==> src/rtl/dbus_timer.sv <==
// dbus_timer: memory-mapped prescaled 32-bit timer with compare match,
// periodic/one-shot modes and a level interrupt. Responder on the data bus.

package dbus_timer_pkg;
  typedef struct packed {
    logic [31:0] addr;
    logic [31:0] w_data;
    logic [3:0]  sel_byte;
    logic        req;
    logic        w_en;
  } type_dbus2peri_s;

  typedef struct packed {
    logic [31:0] r_data;
    logic        ack;
  } type_peri2dbus_s;
endpackage

module dbus_timer
  import dbus_timer_pkg::*;
#(
  parameter int          PRESCALE_W  = 16,
  parameter logic [31:0] COMPARE_RST = 32'hFFFF_FFFF
) (
  input  logic            clk,
  input  logic            rst,
  input  type_dbus2peri_s dbus2peri_i,
  input  logic            timer_sel_i,
  output type_peri2dbus_s timer2dbus_o,
  output logic            timer_irq_o
);

  typedef enum logic {S_IDLE, S_ACK} state_t;

  state_t                state_q;
  logic                  ack_q;
  logic [31:0]           r_data_q;

  logic [2:0]            ctrl_q, ctrl_d;          // [0] EN, [1] PERIODIC, [2] IRQ_EN
  logic [PRESCALE_W-1:0] prescale_q, prescale_d;
  logic [PRESCALE_W-1:0] pre_cnt_q, pre_cnt_d;
  logic [31:0]           count_q, count_d;
  logic [31:0]           compare_q, compare_d;
  logic                  match_q, match_d;

  logic                  access, wr_en, rd_en;
  logic [2:0]            reg_idx;
  logic                  wr_ctrl, wr_prescale, wr_count, wr_compare, wr_status;
  logic                  tick, hit;
  logic [31:0]           rd_val;
  logic                  unused_addr_bits;

  // Replace only the byte lanes enabled by sel
  function automatic logic [31:0] merge_bytes(input logic [31:0] old_v,
                                               input logic [31:0] new_v,
                                               input logic [3:0]  sel);
    logic [31:0] merged;
    for (int i = 0; i < 4; i++) begin
      merged[8*i +: 8] = sel[i] ? new_v[8*i +: 8] : old_v[8*i +: 8];
    end
    return merged;
  endfunction

  // Requests are only sampled while idle, so a held request yields one ack every two cycles
  assign access      = timer_sel_i & dbus2peri_i.req & (state_q == S_IDLE);
  assign wr_en       = access & dbus2peri_i.w_en;
  assign rd_en       = access & ~dbus2peri_i.w_en;
  assign reg_idx     = dbus2peri_i.addr[4:2];
  assign wr_ctrl     = wr_en && (reg_idx == 3'd0);
  assign wr_prescale = wr_en && (reg_idx == 3'd1);
  assign wr_count    = wr_en && (reg_idx == 3'd2);
  assign wr_compare  = wr_en && (reg_idx == 3'd3);
  assign wr_status   = wr_en && (reg_idx == 3'd4);

  assign unused_addr_bits = ^{dbus2peri_i.addr[31:5], dbus2peri_i.addr[1:0]};

  // Tick when the prescaler reaches its limit; hit is a tick landing on the compare value
  assign tick = ctrl_q[0] && (pre_cnt_q == prescale_q);
  assign hit  = tick && (count_q == compare_q);

  // Read mux uses the current registered values, before any tick update this cycle
  always_comb begin
    rd_val = '0;
    case (reg_idx)
      3'd0:    rd_val = {29'd0, ctrl_q};
      3'd1:    rd_val = 32'(prescale_q);
      3'd2:    rd_val = count_q;
      3'd3:    rd_val = compare_q;
      3'd4:    rd_val = {31'd0, match_q};
      default: rd_val = '0;
    endcase
  end

  // Next-state for timer registers; bus writes are applied after tick effects so they win
  always_comb begin
    ctrl_d     = ctrl_q;
    prescale_d = prescale_q;
    count_d    = count_q;
    compare_d  = compare_q;
    match_d    = match_q;

    if (wr_status && dbus2peri_i.sel_byte[0] && dbus2peri_i.w_data[0]) begin
      match_d = 1'b0;
    end

    if (tick) begin
      if (hit) begin
        match_d = 1'b1;
        if (ctrl_q[1]) begin
          count_d = '0;
        end else begin
          ctrl_d[0] = 1'b0;
        end
      end else begin
        count_d = count_q + 32'd1;
      end
    end

    if (wr_ctrl && dbus2peri_i.sel_byte[0]) begin
      ctrl_d = dbus2peri_i.w_data[2:0];
    end
    if (wr_prescale) begin
      prescale_d = PRESCALE_W'(merge_bytes(32'(prescale_q), dbus2peri_i.w_data,
                                           dbus2peri_i.sel_byte));
    end
    if (wr_count) begin
      count_d = merge_bytes(count_q, dbus2peri_i.w_data, dbus2peri_i.sel_byte);
    end
    if (wr_compare) begin
      compare_d = merge_bytes(compare_q, dbus2peri_i.w_data, dbus2peri_i.sel_byte);
    end

    if (wr_ctrl || wr_prescale || !ctrl_q[0] || tick) begin
      pre_cnt_d = '0;
    end else begin
      pre_cnt_d = pre_cnt_q + 1'b1;
    end
  end

  // Register the timer state
  always_ff @(posedge clk or posedge rst) begin
    if (rst) begin
      ctrl_q     <= '0;
      prescale_q <= '0;
      pre_cnt_q  <= '0;
      count_q    <= '0;
      compare_q  <= COMPARE_RST;
      match_q    <= 1'b0;
    end else begin
      ctrl_q     <= ctrl_d;
      prescale_q <= prescale_d;
      pre_cnt_q  <= pre_cnt_d;
      count_q    <= count_d;
      compare_q  <= compare_d;
      match_q    <= match_d;
    end
  end

  // Handshake FSM with registered ack and read data
  always_ff @(posedge clk or posedge rst) begin
    if (rst) begin
      state_q  <= S_IDLE;
      ack_q    <= 1'b0;
      r_data_q <= '0;
    end else begin
      case (state_q)
        S_IDLE: begin
          if (access) begin
            state_q  <= S_ACK;
            ack_q    <= 1'b1;
            r_data_q <= rd_en ? rd_val : 32'd0;
          end else begin
            ack_q    <= 1'b0;
            r_data_q <= '0;
          end
        end
        default: begin
          state_q  <= S_IDLE;
          ack_q    <= 1'b0;
          r_data_q <= '0;
        end
      endcase
    end
  end

  assign timer2dbus_o.ack    = ack_q;
  assign timer2dbus_o.r_data = r_data_q;
  assign timer_irq_o         = match_q & ctrl_q[2];

endmodule
==> config.mk <==
export PLATFORM = sky130hd
export DESIGN_NAME = dbus_timer
export DESIGN_NICKNAME = d
export VERILOG_FILES = /design/src/rtl/dbus_timer.sv
export SDC_FILE = /design/constraint.sdc
export NUM_CORES = 1
export LEC_CHECK = 0
export CORE_AREA = 10 10 131 133
export DETAILED_ROUTE_END_ITERATION = 10
export DIE_AREA = 0 0 141 143
export PLACE_DENSITY = 0.73
export RECOVER_POWER = 100
export REMOVE_ABC_BUFFERS = 1
export SYNTH_ARGS = -nofsm -noshare
export SYNTH_HDL_FRONTEND = slang
export SYNTH_SLANG_ARGS = --single-unit
==> constraint.sdc <==
create_clock -name clk -period 10.4 [get_ports clk]
set_input_delay 1.56 -clock clk [delete_from_list [all_inputs] [get_ports clk]]
set_output_delay 1.56 -clock clk [all_outputs]
set_load 0.01 [all_outputs]
=== Word level (Yosys, flattened, before mapping) ===
Index checks and enable logic that the tools add are counted.

* Add/subtract/negate cells: 2
* Equal/unequal tests: 12
* Mux-type cells: 22
* Bitwise logic cells: 7
* Reductions and logical operators: 29

{| class="wikitable"
|+ Operators by type and width
! kind !! count
|-
| 2-to-1 mux 32 bit || 7
|-
| case mux 32 bit (5 select lines) || 1
|-
| adder 32 x 1 -> 32 bit (second input constant) || 1
|-
| equality test 32 bit || 1
|-
| 2-to-1 mux 8 bit || 4
|-
| adder 16 x 1 -> 16 bit (second input constant) || 1
|-
| equality test 16 bit || 1
|-
| 2-to-1 mux 16 bit || 1
|-
| AND reduction 3 bit || 5
|-
| AND reduction 2 bit || 6
|-
| logical AND 1 bit || 10
|-
| 2-to-1 mux 1 bit || 9
|-
| != test 2 bit (second input constant) || 4
|-
| equality test 3 x 2 -> 1 bit (second input constant) || 2
|-
| nonzero test 2 bit || 3
|-
| bitwise AND 1 bit || 5
|-
| equality test 3 x 1 -> 1 bit (second input constant) || 1
|-
| equality test 3 bit (second input constant) || 1
|-
| logical NOT 3 bit || 1
|-
| logical OR 1 bit || 3
|-
| != test 3 bit (second input constant) || 1
|-
| != test 2 x 1 -> 1 bit (second input constant) || 1
|-
| NOT 1 bit || 2
|-
| logical NOT 1 bit || 1
|}

* Bits in registers: 133
* Bits of input ports: 73
* Output and inout bits: 34
* Logic and storage cells: 88

=== Longest topological paths before layout ===
Gate-level depths: netlist of the first run.

* Word-level depth: 9
* Depth in mapped cells: 11

=== Worst setup path after synthesis of the first run ===
Ideal clock, no wire load.

* Path type: input port to flip-flop
* Start point: input port dbus2peri_i[41] (netlist bit)
* End point: register count_q[8]
* Arrival time: 3,219 ps
* Setup slack: 7,112 ps
* Stages: 8
* Buffers on the path: 1
* Cell sequence: buf_2 > nor2b_2 > nor2b_4 > and2_4 > nor4b_4 > a21boi_1 > or4_1 > nand3_1

* Longest elaborated chain between the ends: 4
* Elaborated cells on any way between the ends: 7

{| class="wikitable"
|+ RTL lines
! what !! RTL line !! source
|-
| from (decl) || 27 || <nowiki>input type_dbus2peri_s dbus2peri_i,</nowiki>
|-
| equality test 3 x 2 -> 1 bit * || 71 || <nowiki>assign wr_count = wr_en && (reg_idx == 3'd2);</nowiki>
|-
| logical AND 1 bit * || 71 ||
|-
| != test 3 bit (no source line) (tied with other cells) || -- ||
|-
| AND reduction 3 bit (no source line) || -- ||
|-
| to (signal assigned) || 153 || <nowiki>count_q <= count_d;</nowiki>
|-
| to (decl) || 42 || <nowiki>logic [31:0] count_q, count_d;</nowiki>
|}

Mark *: on every way between the ends. The rest lies on a longest branch, timed or not.
A chain may end at the register's enable or synchronous reset.

=== Worst setup path after layout of the first run ===
* Start point: input port dbus2peri_i[41] (netlist bit)
* End point: register count_q[4]

The elaborated chain is that of the path after synthesis.

==> run_results.csv, run 1 <==
group,metric,value,unit
cts,clock-sinks,133,
synthesis,synth_async_sr_flop_share,100,%
power,ir_drop,118,uV
die,io_pins,107,
synthesis,synth.area.top_cells,"dfrtp_1 (36%), dfstp_2 (12%), mux2_2 (10%)",
global_routing,grt_pass1_vias,5751,
setup_path,cp.arrival,8.22,ns
cts,cts_tree,"yes",
routing,drt-wirelength-per-cell,21.0,um
cells_and_area,final_cells,933,
sta,max_freq,0.126,GHz
synthesis,synth.distinct_cells,60,
global_routing,grtUsageTotal,19.7,%
die,die-height,143,um
setup_path,cp_common_cell,"nor2b_1",
global_routing,grt_max_degree,70,
routing,viasPerCell,6.10,
status,status,"complete, but fails checks",
die,die_x,141,um
cts,clk_pin_slew,0.06,ns
synthesis,synth-edff-count,0,
routing,wl,19.6,mm
sta,hold_viol,0,
sta,grt_setup_unrepaired,"no",
setup_path,crit_family,"simple AND/OR/NAND/NOR gates",
cts,cts_max_level,4,
synthesis,synth_top_area_cell,"dfrtp_1",
power,total_power,1400,uW
sta,fin_setup_tns,0,ns
status,violations,"max-capacitance violations, max-slew violations",
cts,root_buffer,"clkbuf_16",
place,dpl.hpwl,13.7,mm
routing,first_iter_violations,638,
sta,maxSlewViolCount,184,
global_routing,grt_pass1_wl,31.5,mm
setup_path,crit_slowest_cell,"nor2b_1",
die,start_util,49.3,%
synthesis,synth_ff_type,"dfrtp_1",
synthesis,ys_ff_latch,133,
sta,setup_viol,0,
cts,cts_max_path_buffers,2,
setup_path,required,10.71,ns
setup_path,crit_fanout,40,
cts,cts_hold_buffers,0,
cells_and_area,antenna_cells,0,
synthesis,avgSynthCellArea,10.5,sq um
routing,drt-pass1-iter-count,5,
global_routing,overflow,0,
min_path,min_path_type,"reg -> reg",
cts,clkLatencyLatePin,0.43,ns
cts,cts_setup_buffers,0,
power,power_density,165,nW/um^2
place,place_congestion,0.931,
routing,vias,5690,
synthesis,syn_area,7110,sq um
synthesis,synth_cells,679,
routing,drcViolationCount,0,
sta,worst_pin_slew,3.69,ns
setup_path,startpoint,"dbus2peri_i[41]",
cells_and_area,multi_input_area,3400,sq um
setup_path,worst-path-buf-inv,2,
routing,ant_nets,0,
sta,post-route-period-util,76.0,%
min_path,holdCritStartpoint,"match_q$_DFF_PP0_",
cts,cts_buffers,17,
flow_run,maxCapViolCount,4,
setup_path,regToRegStartpoint,"ack_q$_DFF_PP0_",
setup_path,crit_chain,"dlygate4sd3_1 -> clkbuf_1 -> nor2b_1 -> nor2b_1 -> and2_4 -> nor4b_1 -> a21boi_1 -> nor2_1 -> a221o_1",
synthesis,ys_seq_area_share,47.4,%
sta,skew,0.00731,ns
synthesis,yosysWarnings,0,
die,rows,44,
cells_and_area,fin_util,58.8,%
synthesis,synth_top_cell_area_share,35.5,%
global_routing,antenna_found_initial,0,
place,place_inst,901,
die,dieArea,20200,sq um
cells_and_area,layout-drive-gt1-share,18.7,%
setup_path,max_stage_delay,1.38,ns
sta,finalHoldWorstSlack,0.542,ns
setup_path,critPathKind,"in -> reg",
cells_and_area,nets,811,
sta,finalCriticalPeriod,7.91,ns
setup_path,critPathLaunchType,"input pin",
place,portBuffers,77,
cells_and_area,seq_area,3370,sq um
setup_path,end_kind,"register",
cells_and_area,syn2layout_area_growth,19.2,%
sta,slew_headroom,-146,%
cts,cts_resized,0,
power,power_leakage,0.00360,uW
cells_and_area,nFillCells,1205,
die,core_area,14400,sq um
-- routing by layer --
metal | vias up | GRT usage, % | part of all wire [%]
met5 | - | 0 | 0
met4 | 0 | 9.08 | 3.7
met3 | 53 | 4.84 | 6.9
met2 | 231 | 31.7 | 48
met1 | 2849 | 24.3 | 42
li1 | 2557 | - | -
-- per-stage QoR --
step                setup slack [ns]  area (sq um)
finish                          2.49          8480
global route                    2.31          8480
CTS                             4.84          8520
detailed placement              4.40          7920
global placement                4.39          7920
floorplan                       5.34          6870
-- worst paths after layout --
kind / slack, ns / endpoint / depth (start not counted)
max in group asynchronous: 3.59 / prescale_q[10]$_DFFE_PP0P_ / 3
max: 2.49 / count_q[4]$_DFFE_PP0P_ / 9
max reg2reg: 7.06 / count_q[8]$_DFFE_PP0P_ / 7
min: 0.54 / match_q$_DFF_PP0_ / 1
min in group asynchronous: 2.41 / match_q$_DFF_PP0_ / 2
min reg2reg: 0.54 / match_q$_DFF_PP0_ / 1
-- synth_stat cells (5+ instances only) --
master,number
xnor2_1,38
buf_2,17
clkbuf_1,18
a22oi_1,36
a21o_1,5
nand4_1,18
mux2_2,63
o22ai_1,9
buf_6,5
nand3_1,30
dfrtp_1,101
nand2_1,43
a22o_1,9
nor2_1,64
dfstp_2,32
inv_1,21
a21oi_1,20
o21ai_0,14
o31a_1,9
xor2_1,21
nor3_1,12
and3_1,19
-- cells in the final DEF (no fill, tap or decap), drive strengths merged, types with 3 or more instances in the layout --
master         count
dfrtp            101
mux2              67
nor2              65
nand2             43
xnor2             41
clkdlybuf4s50     40
dlygate4sd3       37
a22oi             36
dfstp             32
nand3             30
clkbuf            26
xor2              21
a21oi             21
inv               20
and3              19
nand4             18
o21ai             17
nor3              12
a22o               9
o31a               9
o22ai              9
nor4               7
and2               6
a21o               5
a32o               4
nor2b              4
or4                4
o211ai             4
clkinv             4
nand3b             4
o31ai              3
and4               3
bufinv             3
clkinvlp           3
-- cells by family after synthesis --
logic type / share of synthesized area [%]
AOI/OAI and AO/OA: 12.8
xor gates and xnor gates: 7.95
adders and majority gates: 0.352
buffers and inverters: 4.47
DFF: 47.4
muxes: 10.9
and+or+nand+nor: 16.2
-- registers in the layout (all words and copies together) (netlist names) --
name / flops
pre_cnt_q: 16
count_q: 32
ctrl_q: 3
prescale_q: 16
compare_q: 32
ack_q: 1
match_q: 1
r_data_q: 32
-- report_power, final --
part,leakage (uW),internal (uW),switching (uW)
combinational,0.00167,88.9,88.3
sequential,0.00163,565,44.1
clock,0.000293,394,219
total,0.00360,1050,351
-- cell type report --
type | count | area share [%]
flip-flops and latches | 133 | 39.7
clock inverters | 9 | 1.48
multi-input cells | 481 | 40.1
clock buffers | 23 | 5.64
inverters | 21 | 0.945
well taps | 184 | 2.72
repair buffers | 82 | 9.40
No activity file was read; power rests on OpenSTA's default activity.
==> run 2: changes to the inputs <==
--- a/config.mk
+++ b/config.mk
@@ -5,10 +5,10 @@
 export SDC_FILE = /design/constraint.sdc
 export NUM_CORES = 1
 export LEC_CHECK = 0
-export CORE_AREA = 10 10 131 133
+export CORE_AREA = 10 10 132 134
 export DETAILED_ROUTE_END_ITERATION = 10
-export DIE_AREA = 0 0 141 143
-export PLACE_DENSITY = 0.73
+export DIE_AREA = 0 0 142 144
+export PLACE_DENSITY = 0.75
 export RECOVER_POWER = 100
 export REMOVE_ABC_BUFFERS = 1
 export SYNTH_ARGS = -nofsm -noshare
==> constraint.sdc (replaced) <==
create_clock -name clk -period 6.35 [get_ports clk]
set_input_delay 0.9525 -clock clk [delete_from_list [all_inputs] [get_ports clk]]
set_output_delay 0.9525 -clock clk [all_outputs]
set_load 0.01 [all_outputs]
==> run 2 against run 1 <==
Effect of this change:
- the run still ends with max-capacitance violations, max-slew violations left
- first-iteration DRC count is 1.4% higher
- register-to-register slack worse by 4.1 ns
- sequential cell count stayed put
- clock skew about the same
- highest routed layer unchanged
==> run_results.csv, run 2 (synthesized netlist as in run 1, its figures left out) <==
group,metric,value,unit
place,dpl.hpwl,13.8,mm
setup_path,crit_chain,"dlygate4sd3_1 -> buf_4 -> nor2b_1 -> nor2b_1 -> and2_4 -> nor4b_1 -> a21oi_1 -> or4_1 -> o211ai_1",
cts,cts_max_level,4,
power,power_density,278,nW/um^2
power,pwr-share-clk,45.5,%
cts,cts_setup_buffers,0,
global_routing,met2_usage,31.5,%
sta,hold_viol,0,
cts,clk_pin_slew,0.06,ns
setup_path,required,6.66,ns
setup_path,end_kind,"register",
setup_path,cp.arrival,5.20,ns
routing,viasPerCell,6.09,
cts,cts_buffers,17,
sta,finalCriticalPeriod,4.90,ns
place,place_congestion,0.994,
cells_and_area,layout-drive-gt1-share,19.3,%
die,dieArea,20400,sq um
cts,cts_max_path_buffers,2,
cts,cts_tree,"yes",
status,violations,"max-capacitance violations, max-slew violations",
cells_and_area,layout_common_cells,"dfrtp_1 (101), nor2_1 (64), mux2_2 (62)",
cts,clkLatencyLatePin,0.43,ns
global_routing,met1_usage,24.6,%
cts,cts_hold_buffers,0,
global_routing,grt_pass1_vias,5631,
routing,wl,19.7,mm
cts,root_buffer,"clkbuf_16",
power,total_power,2370,uW
routing,first_iter_violations,647,
cells_and_area,syn2layout_area_growth,20.2,%
sta,skew,0.00738,ns
cts,cts_resized,0,
sta,post-route-period-util,77.1,%
cells_and_area,largest_registers,"compare_q x32, count_q x32, r_data_q x32",
sta,maxSlewViolCount,130,
global_routing,grt_max_degree,84,
sta,grt_setup_unrepaired,"no",
min_path,min_path_type,"reg -> reg",
status,status,"complete, but fails checks",
routing,drt-pass1-iter-count,5,
routing,drt-wirelength-per-cell,20.9,um
power,ir_drop,224,uV
sta,max_freq,0.204,GHz
cts,clock-sinks,133,
setup_path,crit_fanout,40,
global_routing,busiest_layer,"met2",
global_routing,antenna_found_initial,0,
setup_path,crit_family,"simple AND/OR/NAND/NOR gates",
power,internal_power,1770,uW
sta,worst_pin_slew,3.61,ns
setup_path,max_stage_delay,1.18,ns
min_path,min_delay_path_depth,1,
die,rows,45,
power,switchingPower,599,uW
cells_and_area,nets,813,
die,core_area,14900,sq um
sta,fin_setup_tns,0,ns
sta,setup_viol,0,
cells_and_area,layout_commonest_cell,"dfrtp_1",
setup_path,timing.rr.end,"count_q[25]$_DFFE_PP0P_",
setup_path,critPathKind,"in -> reg",
routing,drcViolationCount,0,
setup_path,critPathLaunchType,"input pin",
setup_path,r2r_slack,2.98,ns
power,combPwrFrac,12.5,%
min_path,holdCritStartpoint,"match_q$_DFF_PP0_",
flow_run,maxCapViolCount,3,
power,seqPwrFrac,42.0,%
setup_path,cp_common_cell,"nor2b_1",
place,portBuffers,77,
setup_path,worst-path-buf-inv,2,
die,die_x,142,um
global_routing,grtUsageTotal,19.5,%
sta,slew_headroom,-142,%
min_path,min_to,"match_q$_DFF_PP0_",
die,die-height,144,um
setup_path,crit_slowest_cell,"nor2b_1",
die,io_pins,107,
setup_path,regToRegStartpoint,"ack_q$_DFF_PP0_",
global_routing,met3_usage,5.21,%
routing,ant_nets,0,
global_routing,overflow,0,
power,p_sw_share,25.2,%
global_routing,grt_pass1_wl,31.3,mm
power,power_leakage,0.00363,uW
die,start_util,47.9,%
routing,vias,5726,
setup_path,r2r.worst_path.cells,7,
-- run 2: area by class of cell --
cell class,instances,area [sq um]
repair buffers,84,816
multi-input cells,481,3400
flip-flops and latches,133,3370
fillers,1225,6320
clock buffers,18,439
well taps,188,235
clock inverters,14,208
diodes,1,2.50
inverters,21,80.1
-- run 2: power by group through the flow --
stage                     sequential (uW)  clock [uW]  combinational [uW]
after floorplan                       987           0                 194
after global placement               1000           0                 288
after detailed placement             1010           0                 298
after CTS                             995        1090                 301
after global routing                 1000        1140                 322
final                                 997        1080                 296
-- run 2: per-layer routing --
layer	wire (um)	part of all wire, %
met5	0	0
met4	399	2.0
met3	1590	8.1
met2	9780	50
met1	7920	40
-- run 2: how the worst max path moves through the flow --
stage                               start  depth (start not counted)  slack, ns                       to
after floorplan                       rst                          1       1.90          ack_q$_DFF_PP0_
after detailed placement  dbus2peri_i[40]                          8       2.15  count_q[15]$_DFFE_PP0P_
after global placement    dbus2peri_i[40]                          9       2.22  count_q[10]$_DFFE_PP0P_
after CTS                 dbus2peri_i[40]                          8       2.60  count_q[15]$_DFFE_PP0P_
final                     dbus2peri_i[40]                          9       1.45  count_q[25]$_DFFE_PP0P_
after global routing      dbus2peri_i[40]                          9       1.21  count_q[10]$_DFFE_PP0P_
-- run 2: stage by stage --
step / cells / hold WS [ns] / area, sq um / utilization, % / setup slack, ns
floorplan: 635 / 0.465 / 6870 / - / 1.90
global placement: 907 / 0.497 / 7940 / 53.4 / 2.22
detailed placement: 907 / 0.499 / 7940 / 53.4 / 2.15
CTS: 939 / 0.512 / 8580 / 57.7 / 2.60
global route: 939 / 0.525 / 8540 / 57.5 / 1.21
finish: 940 / 0.513 / 8550 / 57.5 / 1.45
